<file path="config.mk">
export PLATFORM = sky130hd
export DESIGN_NAME = spi_frame_loader
export DESIGN_NICKNAME = d
export VERILOG_FILES = /design/src/rtl/spi_pkg.sv /design/src/rtl/frame_addr_counter.sv /design/src/rtl/spi_frame_loader.sv
export SDC_FILE = /design/constraint.sdc
export NUM_CORES = 1
export LEC_CHECK = 0
export ABC_AREA = 1
export ABC_CLOCK_PERIOD_IN_PS = 2700
export CAP_MARGIN = 20
export CORE_MARGIN = 5
export CORE_UTILIZATION = 50
export DETAILED_ROUTE_END_ITERATION = 12
export DONT_BUFFER_PORTS = 1
export SETUP_SLACK_MARGIN = 0.1
export SLEW_MARGIN = 20
export SYNTH_ARGS = -nofsm -noshare
export SYNTH_HDL_FRONTEND = slang
export SYNTH_SLANG_ARGS = --single-unit
</file>
<file path="constraint.sdc">
create_clock -name clk -period 2.7 [get_ports clk]
set_input_delay 0.27 -clock clk [delete_from_list [all_inputs] [get_ports clk]]
set_output_delay 0.27 -clock clk [all_outputs]
set_load 0.02 [all_outputs]
</file>
<file path="src/rtl/spi_pkg.sv">
// Shared types and command codes for the SPI frame loader.
// Holds the loader FSM state encoding and the one-byte command opcodes.
// Imported by the loader top and its address counter.
package spi_pkg;

   typedef enum logic [1:0] {
      IDLE  = 2'd0,
      CMD   = 2'd1,
      LOAD  = 2'd2,
      DRAIN = 2'd3
   } loaderState_t;

   localparam logic [7:0] LOAD_CMD  = 8'hA5;
   localparam logic [7:0] START_CMD = 8'h5A;

endpackage

</file>
<file path="src/rtl/frame_addr_counter.sv">
// Raster-order pixel address counter with clear, increment and terminal count.
// Latency: count updates on the clock edge after clear/inc.
// Saturates at lastAddr: an increment at terminal count is ignored, never wraps.
module frame_addr_counter #(
   parameter int addrBits = 12,
   parameter int lastAddr = 4095
) (
   input  logic                clk,
   input  logic                rst,
   input  logic                clear,
   input  logic                inc,
   output logic [addrBits-1:0] count,
   output logic                term
);
   import spi_pkg::*;

   localparam logic [addrBits-1:0] lastVal = addrBits'(lastAddr);

   assign term = (count == lastVal);

   // Clear has priority; increment stops at the final address.
   always_ff @(posedge clk or posedge rst) begin
      if (rst) begin
         count <= '0;
      end else if (clear) begin
         count <= '0;
      end else if (inc && !term) begin
         count <= count + 1'b1;
      end
   end

endmodule

</file>
<file path="src/rtl/spi_frame_loader.sv">
// Steers SPI bytes into the frame buffer after a one-byte command; tracks frame validity and starts the edge engine.
// Latency: accepted pixel byte to bufWe is 1 cycle; START command byte to engineStart is 1 cycle.
// No backpressure: bytes that cannot be used (drain, busy engine) are dropped and flagged in errOverrun.
module spi_frame_loader #(
   parameter int imgWidth  = 64,
   parameter int imgHeight = 64,
   parameter int addrBits  = 12,
   parameter int dataBits  = 8
) (
   input  logic                clk,
   input  logic                rst,
   input  logic                byteValid,
   input  logic [dataBits-1:0] rxByte,
   input  logic                csActive,
   input  logic                engineBusy,
   input  logic                errClear,
   output logic                bufWe,
   output logic [addrBits-1:0] bufAddr,
   output logic [dataBits-1:0] bufData,
   output logic                frameValid,
   output logic                engineStart,
   output logic                loading,
   output logic                errAbort,
   output logic                errOverrun,
   output logic                errStart
);
   import spi_pkg::*;

   localparam int numPixels = imgWidth * imgHeight;

   loaderState_t        state;
   loaderState_t        next_state;
   logic                cs_q;
   logic [addrBits-1:0] pix_cnt;
   logic                pix_term;

   // Decoded per-cycle actions produced by the output process.
   logic wr_pix;
   logic clr_cnt;
   logic clr_fv;
   logic start_req;
   logic set_ovr;
   logic set_serr;
   logic set_abort;

   logic is_load_cmd;
   logic is_start_cmd;

   assign is_load_cmd  = (rxByte == dataBits'(LOAD_CMD));
   assign is_start_cmd = (rxByte == dataBits'(START_CMD));

   frame_addr_counter #(
      .addrBits (addrBits),
      .lastAddr (numPixels - 1)
   ) u_cnt (
      .clk   (clk),
      .rst   (rst),
      .clear (clr_cnt),
      .inc   (wr_pix),
      .count (pix_cnt),
      .term  (pix_term)
   );

   // State register plus delayed chip-select for rising-edge detection.
   always_ff @(posedge clk or posedge rst) begin
      if (rst) begin
         state <= IDLE;
         cs_q  <= 1'b0;
      end else begin
         state <= next_state;
         cs_q  <= csActive;
      end
   end

   // Next-state: a byte arriving with a cs drop is handled first, the drop is seen next cycle.
   always_comb begin
      next_state = state;
      case (state)
         IDLE: begin
            if (csActive && !cs_q) next_state = CMD;
         end
         CMD: begin
            if (byteValid) begin
               if (is_load_cmd && !engineBusy) next_state = LOAD;
               else                            next_state = DRAIN;
            end else if (!csActive) begin
               next_state = IDLE;
            end
         end
         LOAD: begin
            if (byteValid) begin
               if (pix_term) next_state = DRAIN;
            end else if (!csActive) begin
               next_state = IDLE;
            end
         end
         DRAIN: begin
            if (!byteValid && !csActive) next_state = IDLE;
         end
         default: next_state = IDLE;
      endcase
   end

   // Output decode: which writes, counter ops and flag sets happen this cycle.
   always_comb begin
      wr_pix    = 1'b0;
      clr_cnt   = 1'b0;
      clr_fv    = 1'b0;
      start_req = 1'b0;
      set_ovr   = 1'b0;
      set_serr  = 1'b0;
      set_abort = 1'b0;
      case (state)
         CMD: begin
            if (byteValid) begin
               if (is_load_cmd) begin
                  if (engineBusy) begin
                     set_ovr = 1'b1;
                  end else begin
                     clr_cnt = 1'b1;
                     clr_fv  = 1'b1;
                  end
               end else if (is_start_cmd) begin
                  if (frameValid && !engineBusy) start_req = 1'b1;
                  else                           set_serr  = 1'b1;
               end
            end
         end
         LOAD: begin
            if (byteValid)      wr_pix    = 1'b1;
            else if (!csActive) set_abort = 1'b1;
         end
         DRAIN: begin
            if (byteValid) set_ovr = 1'b1;
         end
         default: ;
      endcase
   end

   assign loading = (state == LOAD);

   // Registered buffer write port; address/data hold their last written value.
   always_ff @(posedge clk or posedge rst) begin
      if (rst) begin
         bufWe   <= 1'b0;
         bufAddr <= '0;
         bufData <= '0;
      end else begin
         bufWe <= wr_pix;
         if (wr_pix) begin
            bufAddr <= pix_cnt;
            bufData <= rxByte;
         end
      end
   end

   // Frame validity rises with the final pixel write; engine start is a guarded single pulse.
   always_ff @(posedge clk or posedge rst) begin
      if (rst) begin
         frameValid  <= 1'b0;
         engineStart <= 1'b0;
      end else begin
         if (clr_fv)                  frameValid <= 1'b0;
         else if (wr_pix && pix_term) frameValid <= 1'b1;
         engineStart <= start_req && !engineStart;
      end
   end

   // Sticky error flags; a clear wins over a set in the same cycle.
   always_ff @(posedge clk or posedge rst) begin
      if (rst) begin
         errAbort   <= 1'b0;
         errOverrun <= 1'b0;
         errStart   <= 1'b0;
      end else if (errClear) begin
         errAbort   <= 1'b0;
         errOverrun <= 1'b0;
         errStart   <= 1'b0;
      end else begin
         if (set_abort) errAbort   <= 1'b1;
         if (set_ovr)   errOverrun <= 1'b1;
         if (set_serr)  errStart   <= 1'b1;
      end
   end

endmodule

</file>
# Word-level counts from Yosys, hierarchy flattened

Index checks and enable logic that the tools add are counted.

$add $sub $neg: 1
Equality and inequality tests: 9
Muxes and demuxes: 41
Reductions and logical operators: 20

Operator list:

| kind                  | number |
|---|---|
| $mux 1                | 31 |
| $mux 12               | 2 |
| $add 12x1->12 const B | 1 |
| $eq 12x12->1 const B  | 1 |
| $mux 2                | 6 |
| $reduce_bool 2->1     | 5 |
| $eq 8x7->1 const B    | 1 |
| $eq 8x8->1 const B    | 1 |
| $pmux 2 s4            | 1 |
| $logic_and 1x1->1     | 7 |
| $logic_not 1->1       | 6 |
| $eq 2x2->1 const B    | 2 |
| $ne 2x2->1 const B    | 2 |
| $ne 3x2->1 const B    | 1 |
| $reduce_and 3->1      | 1 |
| $eq 2x1->1 const B    | 1 |
| $logic_not 2->1       | 1 |
| $pmux 1 s2            | 1 |

Flip-flop bits (word level): 41
Input bits: 14
Logic and storage cells: 82

# Depth between registers and ports, before layout

Depth in word-level cells: 9
Depth in mapped cells: 9

# Modules after synthesis

Synthesis repeated with hierarchy kept, for this count alone.

Cell total of the unflattened synthesis: 258
Area, all modules: 2,040.7 µm²

Modules (own cells, without submodules):

| module             | instances | cells each | area each (µm²) | seq. area each (µm²) |
|---|---|---|---|---|
| spi_frame_loader   | 1         | 149        | 1,238.7         | 725.7 |
| frame_addr_counter | 1         | 109        | 802.0           | 300.3 |

# Worst setup path after synthesis

OpenSTA, ideal clock, no wires.

Kind: flip-flop to flip-flop
Start: register u_cnt.count[0]
End: register u_cnt.count[4]
Library setup time: 0.117 ns
Arrival time: 1.209 ns
Required time: 2.583 ns
Slack: 1.375 ns
Cell stages (with the launch flop): 10
Path buffers: 1
Cell sequence: dfrtp_1 ha_1 inv_1 nor2_2 nand3_2 buf_6 nand3_1 nand2_1 nand2_1 nor2_1

Word-level cells in the longest chain between the ends: 4
Elaborated cells between the ends (all ways): 7
Classes of those cells: 1 x add/sub; 1 x eq/ne; 2 x mux; 3 x reduce/logical

Ends and longest elaborated chain:

| item                                                                  | RTL line                 | text |
|---|---|---|
| from (decl)                                                           | frame_addr_counter.sv:12 | `output logic [addrBits-1:0] count,` |
| from (signal assigned)                                                | frame_addr_counter.sv:28 | `count <= count + 1'b1;` |
| parallel branches: the longest is 4 deep, another holds $add 12x1->12 | --                       |  |

Parallel ways; which one is timed is not known. The select of a mux whose other input is x is not followed.
A chain may end at the register's enable or synchronous reset.

# Worst setup path after layout

Start: register u_cnt.count[1]
End: register u_cnt.count[6]

The elaborated chain is that of the path after synthesis.

==> impl_metrics.json <==
{
  "grt_max_degree": 42,
  "r2r_start": "u_cnt.count[1]",
  "synth_seq_cells": 41,
  "fin_worst_skew_ns": 0.007450,
  "cap_violations": 0,
  "antenna_found_initial": 0,
  "grt_pass1_wl_um": 7493,
  "vias": 1636,
  "maxSlewViolCount": 0,
  "drt-initial-drc-count": 129,
  "path_class": "reg -> reg",
  "tns_ns": 0,
  "synth_cells": 267,
  "synth_area_mm2": 0.002093,
  "ys.flop_type": "dfrtp_1",
  "setup_violations": 0,
  "grt_pass1_vias": 1526,
  "h-tree-depth": 2,
  "fp.dieH_um": 74.71,
  "yosysWarningCount": 0,
  "start_util": 0.5196,
  "dpl.hpwl_um": 3096,
  "synthMostInstantiatedCell": "nand2_1",
  "synth_enable_flop_cells": 0,
  "p_per_area_mw_per_mm2": 973.9,
  "cts_setup_buffers": 0,
  "grt_overflow": 0,
  "post-route-min-period_ns": 1.689,
  "area_delta_synth_final_pct": 5.499,
  "startpoint_type": "register",
  "rr_worst_depth": 8,
  "route.detailed.drc": 0,
  "dr.pass1.iters": 4,
  "io_buffers": 0,
  "highest_layer": "met4",
  "synth_seq_area_share": 0.4901,
  "num_rows": 23,
  "seqPwrFrac": 0.527,
  "synthTopCellsByCount": "nand2_1, dfrtp_1, inv_1, nor2_1, nand3_1",
  "synth_cell_types": 25,
  "crit_path_end_kind": "register",
  "ios": 41,
  "hold_viol": 0,
  "wl_met3_um": 248,
  "ant_nets": 0,
  "vias_per_cell": 5.081,
  "slew-limit-headroom": 0.5493,
  "cts.sinks": 41,
  "clkLatencyLatePin_ns": 0.30,
  "yosys.area.top_type": "dfrtp_1",
  "timing.final.crit_share": 0.6256,
  "arrival_ns": 1.87,
  "leakagePower_nw": 1.149,
  "synth_top_area_share": 0.4901,
  "syn_nets": 282,
  "status": "finished clean",
  "die_x_um": 74.71,
  "root_buffer": "clkbuf_8",
  "hp-start": "errClear",
  "synth_area_per_cell_um2": 7.840,
  "ys_top_cells_by_area": "dfrtp_1, nand2_1, inv_1",
  "layout.nets": 286,
  "rsz0062_at_grt": "no",
  "whs_path_depth": 1,
  "place_congestion": 0.8669,
  "pwr-share-clk": 0.186,
  "globalRouteTotalUtil": 0.1747,
  "clk_path_buf_depth": 2,
  "async_flop_share": 1.000,
  "whs_ns": 0.02616,
  "critPathLaunch": "u_cnt.count[1]",
  "required_ns": 2.88,
  "cts_resized": 0,
  "die_area_mm2": 0.005581,
  "drt-met1-wl_um": 2081,
  "p_switching_w": 0.0009491,
  "clk_pin_slew_ns": 0.08,
  "drive_above_1_share": 0.1103,
  "numCtsBuffers": 5,
  "drt_wl_total_um": 4288,
  "fmax_ghz": 0.5921,
  "avgRoutedWirePerCell_um": 13.32,
  "p_int_w": 0.001202,
  "worstMarginPinSlew_ns": 0.6751,
  "combPwrFrac": 0.286,
  "cts_tree": "yes",
  "hold_class": "in -> reg",
  "crit_fanout": 11,
  "peakVddDrop_v": 0.0005551,
  "core_area_mm2": 0.004029,
  "switching_share": 0.4413,
  "antenna_cells": 0,
  "wl_met2_um": 1898
}
==> per-layer routing <==
metal,GRT usage,vias up
li1,-,849
met1,0.2466,746
met2,0.2576,35
met3,0.05474,6
met4,0.05336,0
met5,0,-
==> stage by stage <==
stage               instances    util  cell area [µm²]  total power (W)  worst slack, ns
global placement          312  0.5217             2102         0.001758            1.044
global route              322  0.5481             2208         0.002332           0.8502
finish                    322  0.5481             2208         0.002151            1.011
floorplan                 267       -             2093         0.001648            1.375
CTS                       322  0.5481             2208         0.002178            1.002
detailed placement        312  0.5217             2102         0.001768            1.012
==> path summary, 6_finish.rpt <==
path                             endpoint  slack, ns
setup / recovery           u_cnt.count[6]       1.01
hold / removal                   errStart       0.03
setup reg to reg           u_cnt.count[6]       1.01
hold reg to reg            u_cnt.count[1]       0.57
max in group asynchronous      bufAddr[1]       1.80
min in group asynchronous      bufAddr[5]       0.54
==> layout by cell type (no fill, tap or decap), drive strengths merged <==
master / netlist / routed
nand4: 10 / 10
dlygate4sd3: 0 / 2
xor2: 1 / 1
clkbuf: 0 / 5
dfrtp: 41 / 41
ha: 1 / 1
inv: 40 / 40
nor2: 42 / 42
a211oi: 1 / 1
o21a: 1 / 1
buf: 6 / 1
o21ai: 22 / 22
nand2: 75 / 75
nor3: 2 / 2
a31oi: 1 / 1
clkinv: 0 / 2
o21bai: 1 / 1
nand3: 19 / 19
a21oi: 3 / 3
clkinvlp: 0 / 1
nor4: 1 / 1
==> area by class of cell <==
class,count,area [µm²]
fill,400,1821
inverter,40,150.1
clock buffer,5,68.82
clock inverter,3,17.52
timing repair buffer,3,27.53
tap,50,62.56
sequential,41,1026
multi-input combinational,180,855.8
==> state kept, by name (all words and copies together), names as in the netlist <==
name	count
u_cnt.count	12
frameValid	1
errAbort	1
bufAddr	12
bufData	8
errOverrun	1
cs_q	1
errStart	1
state	2
engineStart	1
bufWe	1
==> worst max-delay path: stages, from the launching register on <==
cell and delay [ns]:
dfrtp_1 0.40, ha_1 0.23, inv_1 0.07, nor2_2 0.16, nand3_2 0.24, nand2_2 0.22, inv_1 0.12, nand3_1 0.10
nand2_1 0.06
==> logic make-up (layout without fill, tap and decap cells) <==
family	Yosys count	in the layout	synth area share
flip-flops	41	41	0.4901
AND/OR/NAND/NOR	149	149	0.3072
buffers and inverters	46	51	0.1010
XOR/XNOR	1	1	0.004185
AO/OA/AOI/OAI	29	29	0.09145
adder cells (fa/ha/maj)	1	1	0.005976
==> power groups by stage <==
stage          logic, W  registers, W  clock network, W
6_report       0.000616       0.00113          0.000400
5_1_grt        0.000726       0.00117          0.000439
4_1_cts        0.000623       0.00114          0.000416
3_5_place_dp   0.000617       0.00115                 0
3_3_place_gp   0.000614       0.00114                 0
2_1_floorplan  0.000547       0.00110                 0
==> timing repair <==
item | in CTS | in global routing
endpoints found under the setup margin | 0 | 0
hold endpoints to repair | 14 | 0
hold buffers | 2 | 0
Power figures use the tool's default switching activity.
